==> src/rtl/reg_file_ram.sv <==
// Word-addressed flop-based RAM: one write port, one registered read port with
// write-first bypass, and a self-timed clear sequencer that reports busy while it runs.
module reg_file_ram #(
    parameter int WIDTH  = 8,
    parameter int DEPTH  = 16,
    parameter int ADDR_W = 4
) (
    input  logic              clk,
    input  logic              rst_n,
    input  logic              we,
    input  logic [ADDR_W-1:0] waddr,
    input  logic [WIDTH-1:0]  wdata,
    input  logic              re,
    input  logic [ADDR_W-1:0] raddr,
    output logic [WIDTH-1:0]  rdata,
    output logic              rvalid,
    input  logic              clr_req,
    output logic              busy
);

    // One extra bit so DEPTH == 2**ADDR_W still compares correctly.
    localparam logic [ADDR_W:0]   LP_DEPTH = (ADDR_W+1)'(DEPTH);
    localparam logic [ADDR_W-1:0] LP_LAST  = ADDR_W'(DEPTH - 1);

    typedef enum logic {
        IDLE  = 1'b0,
        CLEAR = 1'b1
    } state_t;

    state_t              r_state;
    state_t              w_state_nxt;
    logic [WIDTH-1:0]    r_mem [DEPTH];
    logic [WIDTH-1:0]    r_rdata;
    logic                r_rvalid;
    logic                r_busy;
    logic [ADDR_W-1:0]   r_clr_ptr;

    logic                w_busy_nxt;
    logic [ADDR_W-1:0]   w_clr_ptr_nxt;
    logic                w_wr_en;
    logic [ADDR_W-1:0]   w_wr_addr;
    logic [WIDTH-1:0]    w_wr_data;
    logic                w_rd_en;
    logic                w_waddr_ok;
    logic                w_bypass;
    logic [WIDTH-1:0]    w_rd_word;

    assign w_waddr_ok = ({1'b0, waddr} < LP_DEPTH);
    assign w_bypass   = we && w_waddr_ok && (raddr == waddr);

    always_ff @(posedge clk or negedge rst_n) begin
        if (!rst_n) begin
            r_state <= IDLE;
        end else begin
            r_state <= w_state_nxt;
        end
    end

    always_comb begin
        w_state_nxt   = r_state;
        w_busy_nxt    = r_busy;
        w_clr_ptr_nxt = r_clr_ptr;
        w_wr_en       = 1'b0;
        w_wr_addr     = waddr;
        w_wr_data     = wdata;
        w_rd_en       = 1'b0;
        case (r_state)
            IDLE: begin
                // A clear request wins; any write or read in the same cycle is dropped.
                if (clr_req) begin
                    w_state_nxt   = CLEAR;
                    w_busy_nxt    = 1'b1;
                    w_clr_ptr_nxt = '0;
                end else begin
                    w_wr_en = we;
                    w_rd_en = re;
                end
            end
            CLEAR: begin
                w_wr_en   = 1'b1;
                w_wr_addr = r_clr_ptr;
                w_wr_data = '0;
                if (r_clr_ptr == LP_LAST) begin
                    w_state_nxt   = IDLE;
                    w_busy_nxt    = 1'b0;
                    w_clr_ptr_nxt = '0;
                end else begin
                    w_clr_ptr_nxt = r_clr_ptr + 1'b1;
                end
            end
            default: begin
                w_state_nxt   = IDLE;
                w_busy_nxt    = 1'b0;
                w_clr_ptr_nxt = '0;
            end
        endcase
    end

    // Out-of-range read addresses match no word and fall through to zero.
    always_comb begin
        w_rd_word = '0;
        for (int i = 0; i < DEPTH; i++) begin
            if (raddr == ADDR_W'(i)) begin
                w_rd_word = r_mem[i];
            end
        end
    end

    always_ff @(posedge clk or negedge rst_n) begin
        if (!rst_n) begin
            for (int i = 0; i < DEPTH; i++) begin
                r_mem[i] <= '0;
            end
        end else begin
            for (int i = 0; i < DEPTH; i++) begin
                if (w_wr_en && (w_wr_addr == ADDR_W'(i))) begin
                    r_mem[i] <= w_wr_data;
                end
            end
        end
    end

    always_ff @(posedge clk or negedge rst_n) begin
        if (!rst_n) begin
            r_rdata   <= '0;
            r_rvalid  <= 1'b0;
            r_busy    <= 1'b0;
            r_clr_ptr <= '0;
        end else begin
            r_busy    <= w_busy_nxt;
            r_clr_ptr <= w_clr_ptr_nxt;
            r_rvalid  <= w_rd_en;
            if (w_rd_en) begin
                r_rdata <= w_bypass ? wdata : w_rd_word;
            end
        end
    end

    assign rdata  = r_rdata;
    assign rvalid = r_rvalid;
    assign busy   = r_busy;

endmodule

==> config.mk <==
export PLATFORM = sky130hd
export DESIGN_NAME = reg_file_ram
export DESIGN_NICKNAME = d
export VERILOG_FILES = /design/src/rtl/reg_file_ram.sv
export SDC_FILE = /design/constraint.sdc
export NUM_CORES = 1
export LEC_CHECK = 0
export ABC_AREA = 1
export ABC_CLOCK_PERIOD_IN_PS = 5300
export CAP_MARGIN = 20
export CORE_AREA = 3 3 122 124
export DETAILED_ROUTE_END_ITERATION = 12
export DIE_AREA = 0 0 125 127
export GPL_TIMING_DRIVEN = 1
export PLACE_DENSITY = 0.67
export SLEW_MARGIN = 5
export SYNTH_ARGS = -nofsm -noshare
export SYNTH_HDL_FRONTEND = slang
export SYNTH_SLANG_ARGS = --single-unit
==> constraint.sdc <==
create_clock -name clk -period 5.3 [get_ports clk]
set_input_delay 0.795 -clock clk [delete_from_list [all_inputs] [get_ports clk]]
set_output_delay 0.795 -clock clk [all_outputs]
set_load 0.01 [all_outputs]
==> results of run 1 <==
## power groups by stage
stage	clock, W	combinational, W	sequential [W]
after floorplan	0	0.00122	0.00182
after global placement	0	0.00154	0.00188
after detailed placement	0	0.00158	0.00189
after CTS	0.00118	0.00159	0.00188
after global routing	0.00123	0.00178	0.00194
final	0.00117	0.00159	0.00189
## kinds of logic (layout without fill, tap and decap cells)
logic type	count (synthesis)	count (layout)	share of synthesized area [%]
adders and majority gates	1	1	0.180
and+or+nand+nor	425	425	27.5
AOI/OAI and AO/OA	166	166	12.9
DFF	143	143	51.4
xor gates and xnor gates	2	2	0.252
buffers and inverters	121	156	7.77
## placed cells by master, fill, tap and decap left out, drive strengths merged, types with 2 or more instances in the layout
cell,instances
nand2,225
dfrtp,143
nand4,18
clkinvlp,4
bufinv,3
nand3,38
o21ai,89
clkbuf,21
clkinv,5
nor2,141
or2,2
inv,91
buf,3
a21oi,72
o22ai,3
clkdlybuf4s50,29
## per-layer routing
layer  global-route usage, %  up-vias
li1                        -     2779
met5                       0        -
met3                    6.35       35
met1                    34.5     2807
met4                    8.74        0
met2                    39.3      212
## state kept, by name, summed over array words and instances (netlist names)
signal,count
rdata,8
r_state,1
busy,1
rvalid,1
r_clr_ptr,4
r_mem,128
## area by class of cell
| class | instances | area, sq um |
|---|---|---|
| Clock buffer | 21 | 460 |
| Fill cell | 1282 | 5980 |
| Tap cell | 180 | 225 |
| Clock inverter | 11 | 115 |
| Sequential cell | 143 | 3580 |
| Inverter | 92 | 364 |
| Timing Repair Buffer | 32 | 317 |
| Multi-Input combinational cell | 594 | 2840 |
## metrics by stage
step	hold slack [ps]	total power, W	setup slack (ps)	cell area, sq um	std cells
floorplan	446	0.00304	3200	6960	858
global placement	461	0.00342	1980	7320	1041
detailed placement	461	0.00347	1990	7320	1041
CTS	476	0.00464	2430	7900	1073
global route	504	0.00495	2150	7900	1073
finish	470	0.00464	2340	7900	1073
## path summary, 6_finish.rpt
path,start,to,slack (ps),cells after the start
max,raddr[0],rdata[2],2340,14
min,rst_n,rvalid,470,1
max reg2reg,r_state,r_mem[16],3030,6
min reg2reg,r_mem[60],r_mem[60],480,2
max in group asynchronous,rst_n,r_mem[69],3680,2
min in group clk,r_mem[60],r_mem[60],480,2
==> out/results.md, run 1 <==
| Metric | Reported |
|---|---|
| Remaining global-route overflow | 0 |
| Clock Tree Buf Depth | 2 |
| Upper clock frequency limit | 0.338 GHz |
| Maximum number of pins on one net before global-route repair | 102 |
| Final routed wire length divided by cell count | 18.0 microns |
| Worst path slowest cell | nor2_1 |
| Count of inserted antenna diode cells | 0 |
| Startpoint type of the worst setup path | input port |
| Clock Power Share | 25.2% |
| Number of buffers inserted during clock tree synthesis | 17 |
| CP dominant cell by count | nand2_1 |
| Top cells by instance count after synthesis | 220 x nand2_1, 143 x dfrtp_1, 124 x nor2_1 |
| Via count | 5833 |
| Placeable core area | 13900 sq um |
| Routability-driven placement congestion ratio | 0.999 |
| Crit path kind | in2reg |
| Final Core Density | 56.9% |
| Die Ht | 127 microns |
| Cell type with the largest total area after synthesis | dfrtp_1 |
| Final Critical Period | 2960 ps |
| Count of flip-flops with a built-in enable after synthesis | 0 |
| Ratio of cells with drive above 1 in the final layout | 9.07% |
| CTS Root Cell | clkbuf_16 |
| Final setup violation count | 0 |
| Worst VDD drop | 0.000445 V |
| Syn_nets | 880 |
| Highest metal layer used by the detailed router | met4 |
| Cells taking the most area after synthesis | dfrtp_1 51%, nand2_1 12%, nor2_1 6.7% |
| Count of different cell masters after synthesis | 35 |
| Number of DRC violations after detailed-routing iteration 0 | 701 |
| Final Routed Wirelength | 19.3 mm |
| Global-route wire length before repair | 30.6 mm |
| Type of destination of the critical path | flip-flop |
| Synth Flop Type | dfrtp_1 |
| Wire length on met2 | 8.83 mm |
| Number of warning messages in the yosys log | 0 |
| Net Sw Power | 0.00178 W |
| Proportion of synthesized chip area in sequential cells | 51.4% |
| Met3 routed WL | 1.40 mm |
| Fin nets | 902 |
| Overall die area | 15900 sq um |
| Drt via density | 5.44 |
| Final hold vios | 0 |
| Class of the tightest hold or removal check | in2async |
| Fraction of registers with async set/reset | 100% |
| TritonCTS sink count | 143 |
| Post-cts repair resize count | 0 |
| Number of routed nets with antenna violations | 0 |
| Clock transition at the registers of the reported paths | 60 ps |
| Result of the run | completed |
| IO Port Bufs | 30 |
| Final number of max-transition violations | 0 |
| Headroom to the max-slew limit | 33.4% |
| Worst path cell trace | clkdlybuf4s50_1 > nand2_1 > nor2_1 > inv_1 > o21ai_0 > inv_1 > nand2_1 > nand3_1 > nand2_1 > nand4_1 > nand2_1 > nand2_1 > nand2_1 > nand2_1 |
| Worst Clk Skew | 9.86 ps |
| Cell area power density | 588 nW/um^2 |
| WP data required | 5620 ps |
| Switching share of total power | 38.4% |
| Count of buffers added by post-CTS timing repair for setup | 0 |
| CTS tree | yes |
| Slowest stage delay, CP | 710 ps |
| Drt first pass iters | 5 |
| Final critical-path share of the clock period | 55.8% |
| Standard-cell row count | 43 |
| Synthesized cell area | 6960 sq um |
| Buffers and inverters on the worst path | 3 |
| Total number of H-tree levels | 4 |
| Top-level I/O count | 31 |
| Static Leak | 3.58 nW |
| Area added between synthesis and finish | 13.5% |
| FF+latch count, synth | 143 |
| Count leader, synth | nand2_1 |
| Kind of cell adding the most delay to the critical path | simple AND/OR/NAND/NOR gates |
| Maximum fanout encountered on the critical timing path | 11 |
| Initial antenna violation count | 0 |
| Clock insertion delay at the later pin of the skew report | 430 ps |
| Routed length on met1 | 8.62 mm |
| Combinational group share of total power | 34.2% |
| Syn avg cell area | 8.11 sq um |
| Max capacitance violation total | 0 |
| Unrepaired setup endpoints after global routing | no |
| Number of global-route vias before repair | 5523 |
| # hold bufs at CTS | 0 |
| WP data arrival | 3280 ps |
| DIE WIDTH | 125 microns |
| Setup TNS | 0 ps |
| Slew at the pin closest to its max-slew limit | 995 ps |
| Share of total power in sequential cells | 40.6% |
| Number of cells produced by synthesis | 858 |
| Share of the synthesized area in the top cell type | 51.4% |
| Initial cell density of the core | 50.1% |
| DRC violation count after routing | 0 |
| Half-perimeter wire length after detailed placement | 13.2 mm |
| Internal power contribution | 0.00286 W |
| All-layer global routing usage | 25.1% |
Note: power is estimated with default switching activity, not from simulation.
==> run 2, diff against run 1 <==
--- a/config.mk
+++ b/config.mk
@@ -6,13 +6,13 @@
 export NUM_CORES = 1
 export LEC_CHECK = 0
 export ABC_AREA = 1
-export ABC_CLOCK_PERIOD_IN_PS = 5300
+export ABC_CLOCK_PERIOD_IN_PS = 2400
 export CAP_MARGIN = 20
 export CORE_AREA = 3 3 122 124
 export DETAILED_ROUTE_END_ITERATION = 12
 export DIE_AREA = 0 0 125 127
 export GPL_TIMING_DRIVEN = 1
-export PLACE_DENSITY = 0.67
+export PLACE_DENSITY = 0.7
 export SLEW_MARGIN = 5
 export SYNTH_ARGS = -nofsm -noshare
 export SYNTH_HDL_FRONTEND = slang
==> constraint.sdc (replaced) <==
create_clock -name clk -period 2.4 [get_ports clk]
set_input_delay 0.36 -clock clk [delete_from_list [all_inputs] [get_ports clk]]
set_output_delay 0.36 -clock clk [all_outputs]
set_load 0.01 [all_outputs]
==> run 2 against run 1 <==
  * Power up 130%
  * Routed wire length down 2.5%
  * Critical path depth down 5
  * Global-route usage down 0.23 points
  * Non-clock buffer count up 43
  * Sequential cell count unchanged
  * Largest cell class unchanged
  * Largest power group unchanged
==> out/results.md, run 2 (synthesized netlist as in run 1, its figures left out) <==
| Metric | Reported | vs previous |
|---|---|---|
| Result of the run | completed | unchanged |
| Maximum fanout encountered on the critical timing path | 16 | was 11 |
| Drt first pass iters | 5 | unchanged |
| Leading cell type in the layout, fill and taps excluded | nand2_1 | unchanged |
| Max FFs per register | 128 | unchanged |
| Final critical-path share of the clock period | 89.3% |  |
| Clock Tree Buf Depth | 2 | unchanged |
| Area added between synthesis and finish | 19.9% | was 13.5% |
| Routed length on met1 | 8.65 mm | was 8.62 mm |
| Final routed wire length divided by cell count | 16.9 microns | was 18.0 microns |
| Startpoint type of the worst setup path | flip-flop | was input port |
| Upper clock frequency limit | 0.466 GHz |  |
| Final setup violation count | 0 | unchanged |
| Worst Clk Skew | 5.25 ps | was 9.86 ps |
| IO Port Bufs | 30 | unchanged |
| Kind of cell adding the most delay to the critical path | simple AND/OR/NAND/NOR gates | unchanged |
| Half-perimeter wire length after detailed placement | 13.3 mm | was 13.2 mm |
| Ratio of cells with drive above 1 in the final layout | 13.2% | was 9.07% |
| DIE WIDTH | 125 microns | unchanged |
| Worst path slowest cell | dfrtp_1 | was nor2_1 |
| Global-route wire length before repair | 30.5 mm | was 30.6 mm |
| Buffers and inverters on the worst path | 2 | was 3 |
| CTS tree | yes | unchanged |
| WP data required | 2690 ps | was 5620 ps |
| Max capacitance violation total | 0 | unchanged |
| Final number of max-transition violations | 0 | unchanged |
| Initial antenna violation count | 0 | unchanged |
| Slowest stage delay, CP | 480 ps | was 710 ps |
| Placeable core area | 13900 sq um | unchanged |
| Headroom to the max-slew limit | 59.5% | was 33.4% |
| Cell area power density | 1290 nW/um^2 | was 588 nW/um^2 |
| Class of the tightest hold or removal check | in2async | unchanged |
| Drt via density | 5.28 | was 5.44 |
| Die Ht | 127 microns | unchanged |
| DRC violation count after routing | 0 | unchanged |
| Commonest cells after routing, fill and taps aside | 220 x nand2_1, 143 x dfrtp_1, 124 x nor2_1 | unchanged |
| Post-cts repair resize count | 0 | unchanged |
| Static Leak | 3.84 nW | was 3.58 nW |
| All-layer global routing usage | 24.9% | was 25.1% |
| Clock transition at the registers of the reported paths | 60 ps | about the same |
| Number of DRC violations after detailed-routing iteration 0 | 524 | was 701 |
| Worst path cell trace | inv_2 > nor2_1 > a21oi_4 > inv_2 > nand2_1 > nor2_4 > nand3_2 > nand2_1 > o21ai_2 | was clkdlybuf4s50_1 > nand2_1 > nor2_1 > inv_1 > o21ai_0 > inv_1 > nand2_1 > nand3_1 > nand2_1 > nand4_1 > nand2_1 > nand2_1 > nand2_1 > nand2_1 |
| Routability-driven placement congestion ratio | 0.889 | was 0.999 |
| Total number of H-tree levels | 4 | unchanged |
| Met3 routed WL | 1.10 mm | was 1.40 mm |
| Standard-cell row count | 43 | unchanged |
| Area of all placed cells without fillers | 8340 sq um | was 7900 sq um |
| Final Routed Wirelength | 18.8 mm | was 19.3 mm |
| Worst VDD drop | 0.000874 V | was 0.000445 V |
| WP data arrival | 2430 ps | was 3280 ps |
| Initial cell density of the core | 50.1% | unchanged |
| Worst Hold Slack | 479 ps | was 470 ps |
| Number of global-route vias before repair | 5715 | was 5523 |
| Top register by number of flip-flops | r_mem | unchanged |
| TritonCTS sink count | 143 | unchanged |
| Overall die area | 15900 sq um | unchanged |
| Final Critical Period | 2140 ps |  |
| Worst setup slack after placement | -103 ps | was 1990 ps |
| Count of inserted antenna diode cells | 0 | unchanged |
| Crit path kind | reg2reg | was in2reg |
| Number of buffers inserted during clock tree synthesis | 17 | unchanged |
| Slack of the critical path | 256 ps | was 2340 ps |
| CTS Root Cell | clkbuf_16 | unchanged |
| Via count | 5890 | was 5833 |
| Final hold vios | 0 | unchanged |
| Cell area after placement | 7660 sq um | was 7320 sq um |
| Type of destination of the critical path | flip-flop | unchanged |
| Wire length on met2 | 8.70 mm | was 8.83 mm |
| Slew at the pin closest to its max-slew limit | 605 ps | was 995 ps |
| Clock insertion delay at the later pin of the skew report | 430 ps | about the same |
| Remaining global-route overflow | 0 | unchanged |
| Maximum number of pins on one net before global-route repair | 56 | was 102 |
| Unrepaired setup endpoints after global routing | no | unchanged |
| Highest metal layer used by the detailed router | met4 | unchanged |
| Number of routed nets with antenna violations | 0 | unchanged |
| Top-level I/O count | 31 | unchanged |
| Fin nets | 945 | was 902 |
run 2: cell types whose count changed in the layout (fill, tap and decap cells not counted), moves of 2 or more:
cell and change:
buf_4 +40, clkinv_2 -3, bufinv_16 +4, buf_12 +2, clkbuf_8 -2, clkinv_4 +2
run 2: power breakdown:
group / switching (W) / leakage, nW / internal [W] / total [W]
Combinational: 0.00231 / 1.69 / 0.00127 / 0.00357
Sequential: 0.000644 / 1.83 / 0.00355 / 0.00419
Clock: 0.00104 / 0.317 / 0.00195 / 0.00299
run 2: what timing repair did:
item,in CTS,in global routing
hold buffers,1,0
hold endpoints to repair,52,0
setup buffers,0,0
run 2: through the flow:
stage               setup TNS (ps)  power, W  instances  util [%]
floorplan                        0   0.00671        858         -
global placement              -309   0.00763       1083      55.2
detailed placement            -521   0.00775       1083      55.2
CTS                              0    0.0108       1116      60.1
global route                     0    0.0115       1116      60.1
finish                           0    0.0108       1116      60.1
run 2: worst reg2reg max path, cell delays in order, from the launching register on:
cell     delay (ps)
dfrtp_1         480
inv_2           220
nor2_1          230
a21oi_4          80
inv_2           100
nand2_1          80
nor2_4          170
nand3_2         370
nand2_1         200
o21ai_2          70
run 2: final timing paths:
| check | slack (ps) | startpoint | cells past startpoint | endpoint |
|---|---|---|---|---|
| setup reg to reg | 260 | r_state | 9 | r_mem[60] |
| setup / recovery | 260 | r_state | 9 | r_mem[60] |
| hold / removal | 480 | rst_n | 2 | r_mem[106] |
| hold reg to reg | 490 | r_mem[123] | 2 | r_mem[123] |
| max in group asynchronous | 1180 | rst_n | 3 | r_mem[92] |
| min in group clk | 490 | r_mem[123] | 2 | r_mem[123] |
run 2: cell type report:
type | count | area (sq um)
inverter | 92 | 364
clock buffer | 18 | 429
tap | 180 | 225
clock inverter | 14 | 239
sequential | 143 | 3580
timing repair buffer | 75 | 667
multi-input combinational | 594 | 2840
fill | 1254 | 5540
run 2: layer usage:
layer / GRT usage, % / vias to the layer above
li1: - / 2874
met1: 35.1 / 2794
met2: 39.5 / 191
met3: 4.60 / 31
met4: 7.97 / 0
met5: 0 / -
==> edit 1, RTL diff (settings of run 1) <==
`WIDTH`: 8 -> 6.
--- a/src/rtl/reg_file_ram.sv
+++ b/src/rtl/reg_file_ram.sv
@@ -1,7 +1,7 @@
 // Word-addressed flop-based RAM: one write port, one registered read port with
 // write-first bypass, and a self-timed clear sequencer that reports busy while it runs.
 module reg_file_ram #(
-    parameter int WIDTH  = 8,
+    parameter int WIDTH  = 6,
     parameter int DEPTH  = 16,
     parameter int ADDR_W = 4
 ) (
Interface: changed (resized rdata and wdata); port bits go from 31 to 27. The function was not compared with the original's and may differ.
==> edit 1 against run 1 <==
  * Area after synthesis fell by 26%
  * Power fell by 33%
  * Via count fell by 27%
  * Wire length fell by 32%
  * Cell count fell by 19%
  * Worst setup slack improved by 0.36 ns
  * Sequential cell count fell by 34
  * Non-clock buffer count fell by 4
  * Highest routed layer unchanged
  * Cell area fell by 26%
==> edit 1: results (changes against run 1) <==
routing:
  drt-vias-per-instance: 4.90  # -9.8%
  wl_mm: 13.0  # -32%
synth:
  syn-num-nets: 687  # -22%
  synthTopCellsByCount: "168 x nand2_1, 116 x nor2_1, 109 x dfrtp_1"
  yosysSeqAreaShare: 0.527  # +0.0131
  postSynthCellCount: 667  # -22%
  synthTopCellsByArea: "dfrtp_1 53%, nand2_1 12%, nor2_1 8.4%, o21ai_0 5.8%, a21oi_1 5.2%"
  async_flop_share: 1.00  # unchanged
  synth_cell_type_count: 28  # -20%
clocking:
  cts_buffers: 9  # -8
  clock_latency_ns: 0.36  # -0.07 ns
  htreeDepth: 3  # -1
  postCtsSetupBuffers: 0  # unchanged
critical_path:
  path_max_fanout: 5  # -6
  rr_endpoint: "r_mem[61]"
  rr_worst_depth: 7  # +1
  rrSetupSlack_ns: 3.11  # +0.08 ns
finish:
  fill_cells: 1441  # +12%
  drive_gt1_frac: 0.0628  # -0.0279
  finalNetCount: 700  # -22%
  largest_reg_flops: 96  # -25%
global_routing:
  grt_pass1_wl_mm: 21.3  # -30%
  grt_pass1_vias: 3959  # -28%
  grt_max_degree: 57  # -44%
  grt.total_usage: 0.169  # -0.0822
power:
  vdd_ir_drop_max_v: 0.000200  # -55%
  swShare: 0.386  # +0.00122
  p_leak_nw: 2.61  # -27%
placement:
  place_inst: 849  # -18%
  port_buffers: 26  # -13%
  gp_congestion: 0.885  # -11%
timing:
  hold_slack_ns: 0.472  # +0.00152 ns
  fin_skew_ns: 0.00917  # -0.000696 ns
  worstMarginPinSlew_ns: 0.886  # -0.109 ns
outcome:
  status: "finished clean"
-- edit 1: cell types whose count changed after synthesis, moves of 7 or more --
cell     delta
nor2_1      -8
o21ai_2     -8
a21oi_1    -15
o21ai_0    -13
inv_1      -23
nand3_1    -10
nand2_1    -52
nor2_4      -7
dfrtp_1    -34
buf_2      +11
-- edit 1: power by group through the flow --
stage | Clock, W | Sequential, W | Combinational, W
after floorplan | 0 | 0.00138 | 0.000771
after global placement | 0 | 0.00144 | 0.00100
after detailed placement | 0 | 0.00144 | 0.00103
after CTS | 0.000668 | 0.00143 | 0.00103
after global routing | 0.000704 | 0.00148 | 0.00118
final | 0.000654 | 0.00143 | 0.00103
-- edit 1: through the flow --
stage / setup WS, ns / cell area, µm²
floorplan: 3.39 / 5170
global placement: 2.36 / 5540
detailed placement: 2.33 / 5540
CTS: 2.72 / 5830
global route: 2.41 / 5830
finish: 2.70 / 5830
-- edit 1: critical path, cell delays in order --
cell and delay (ns):
clkdlybuf4s50_1 0.62, inv_2 0.12, nand2_2 0.12, nor2_1 0.08
nand2_1 0.07, nand3_1 0.08, nor2_1 0.10, nand4_1 0.13
nand2_1 0.11, nand4_1 0.08, nor3_1 0.25, nand4_1 0.16
nand2_1 0.09, nand2_1 0.04
-- edit 1: worst max path at each step --
stage               slack, ns  cells after the start  endpoint      from
floorplan                3.39                     12  rdata[0]  raddr[3]
global placement         2.36                      8  rdata[4]  raddr[0]
detailed placement       2.33                      8  rdata[4]  raddr[0]
CTS                      2.72                     14  rdata[4]  raddr[1]
global route             2.41                      8  rdata[4]  raddr[0]
finish                   2.70                     14  rdata[4]  raddr[1]
-- edit 1: layout make-up --
type,count,area share
flip-flops and latches,109,0.468
multi-input cells,463,0.353
repair buffers,28,0.0468
inverters,69,0.0445
clock buffers,10,0.0410
well taps,180,0.0387
clock inverters,6,0.00816
-- edit 1: per-layer routing --
| metal | routed length (µm) | vias up | track usage | share of wire |
|---|---|---|---|---|
| li1 | - | 2145 | - | - |
| met1 | 6580 | 1962 | 0.252 | 0.50 |
| met2 | 5470 | 111 | 0.245 | 0.42 |
| met3 | 649 | 23 | 0.0351 | 0.050 |
| met4 | 348 | 0 | 0.0587 | 0.027 |
| met5 | 0 | - | 0 | 0 |
-- edit 1: cell families (layout without fill, tap and decap cells) --
logic type / after synthesis / count (layout) / synth area share
AND/OR/NAND/NOR: 335 / 335 / 0.266
AO/OA/AOI/OAI: 126 / 126 / 0.127
flip-flops: 109 / 109 / 0.527
buffers and inverters: 95 / 113 / 0.0752
adder cells (fa/ha/maj): 1 / 1 / 0.00242
XOR/XNOR: 1 / 1 / 0.00169
==> edit 2, RTL diff (flow settings as in run 1) <==
Made on the original files. Put one more register stage on the output `rdata`, cleared by the reset. The value now appears one clock later. The other outputs are not delayed to match.
--- a/src/rtl/reg_file_ram.sv
+++ b/src/rtl/reg_file_ram.sv
@@ -136,7 +136,13 @@
         end
     end
 
-    assign rdata  = r_rdata;
+    always_ff @(posedge clk or negedge rst_n) begin
+        if (!rst_n) begin
+            rdata <= '0;
+        end else begin
+            rdata <= r_rdata;
+        end
+    end
     assign rvalid = r_rvalid;
     assign busy   = r_busy;
 
Formal check against the unedited RTL: not equivalent (Yosys sat finds a counterexample within 4 cycles, from zero or initial values and one cycle with rst_n low).
==> edit 2 against run 1 <==
  * Critical path type unchanged
  * Maximum frequency decreased by 3.2%
  * Cell area up 0.92%
  * Wire length down 1.6%
  * Area after synthesis shrank 0.95%
  * Worst setup slack got worse by 0.097 ns
  * Sequential cell count grew 8
  * Highest routed layer unchanged
  * Power grew 3.0%
  * Largest cell class unchanged
  * Non-clock buffer count up 1
==> edit 2: results (changes against run 1) <==
routing:
  post_drt_wl_per_cell_um: 17.9  # -0.59%
  first_pass_iters: 5  # unchanged
  drt-vias-per-instance: 5.49  # +0.97%
  first_iter_violations: 719  # +2.6%
finish:
  finalNonFillerCells: 1062  # -1.0%
  drive_gt1_frac: 0.0771  # -0.0136
  final_util: 0.574  # +0.00523
  finalNetCount: 891  # -1.2%
  fill_cells: 1229  # -4.1%
critical_path:
  cpPeakStageDelay_ns: 0.67  # -0.04 ns
  path_max_fanout: 11  # unchanged
  crit_arrival_ns: 3.36  # +0.08 ns
  rr_endpoint: "r_mem[36]"
  rrSetupSlack_ns: 3.02  # about the same
global_routing:
  antenna_found_initial: 0  # unchanged
  grt.total_usage: 0.250  # -0.000970
  grt_max_degree: 110  # +7.8%
  grt_pass1_wl_mm: 30.9  # +0.90%
  grt_pass1_vias: 5681  # +2.9%
placement:
  dp_hpwl_mm: 13.0  # -1.3%
  gp_congestion: 0.908  # -9.1%
  place_inst: 1029  # -1.2%
clocking:
  postCtsSetupBuffers: 0  # unchanged
  clock_latency_ns: 0.43  # about the same
timing:
  fin_skew_ns: 0.00813  # -0.00174 ns
  max_slew_margin: 0.483  # +0.148
synth:
  synth_fa_ha_area_frac: 0.00182  # +0.0000173
  synthTopCellsByCount: "209 x nand2_1, 151 x dfrtp_1, 148 x nor2_1"
  synthTopCellsByArea: "dfrtp_1 55%, nand2_1 11%, nor2_1 8.1%, a21oi_1 5.2%, o21ai_0 5.1%"
  async_flop_share: 1.00  # unchanged
  synth-xor-area-share: 0.00381  # +0.00130
  synth_cell_type_count: 30  # -14%
  yosysSeqAreaShare: 0.548  # +0.0340
  synth_compound_area_frac: 0.119  # -0.00947
  postSynthCellCount: 847  # -1.3%
  syn-num-nets: 869  # -1.3%
power:
  p_int_w: 0.00306  # +7.1%
  vdd_ir_drop_max_v: 0.000356  # -20%
  p_leak_nw: 3.56  # -0.66%
outcome:
  status: "finished clean"
==> edit 2: how the worst max path moves through the flow <==
stage	from	slack (ns)	end	depth (start not counted)
2_1_floorplan	raddr[2]	3.27	r_rdata[2]	16
3_3_place_gp	raddr[0]	1.88	r_rdata[6]	10
3_5_place_dp	raddr[1]	1.91	r_rdata[6]	10
4_1_cts	raddr[1]	2.34	r_rdata[6]	10
5_1_grt	raddr[1]	1.99	r_rdata[6]	10
6_report	raddr[1]	2.25	r_rdata[6]	10
==> edit 2: metrics by stage <==
step	worst slack, ns	area [µm²]	hold WS [ns]	power (W)
floorplan	3.27	6890	0.354	0.00297
global placement	1.88	7280	0.360	0.00335
detailed placement	1.91	7280	0.361	0.00342
CTS	2.34	7940	0.374	0.00478
global route	1.99	7970	0.269	0.00509
finish	2.25	7970	0.259	0.00478
==> edit 2: cell families after synthesis <==
family                   count (synthesis)
AND/OR/NAND/NOR                        427
AO/OA/AOI/OAI                          159
flip-flops                             151
buffers and inverters                  106
XOR/XNOR                                 3
adder cells (fa/ha/maj)                  1
==> edit 2: power groups by stage <==
stage          sequential (W)  clock (W)  combinational, W
2_1_floorplan         0.00192          0           0.00105
3_3_place_gp          0.00198          0           0.00137
3_5_place_dp          0.00200          0           0.00142
4_1_cts               0.00198    0.00136           0.00143
5_1_grt               0.00204    0.00141           0.00164
6_report              0.00200    0.00135           0.00144
==> edit 2: metal layers <==
metal	track usage	routed length [µm]
met5	0	0
met4	0.0931	437
met3	0.0510	1330
met2	0.393	8840
met1	0.349	8400
==> edit 2: final cells by class <==
class / count / share of cell area
Clock inverter: 11 / 0.0243
Multi-Input combinational cell: 590 / 0.335
Clock buffer: 21 / 0.0590
Timing Repair Buffer: 33 / 0.0432
Inverter: 76 / 0.0358
Sequential cell: 151 / 0.474
Tap cell: 180 / 0.0283
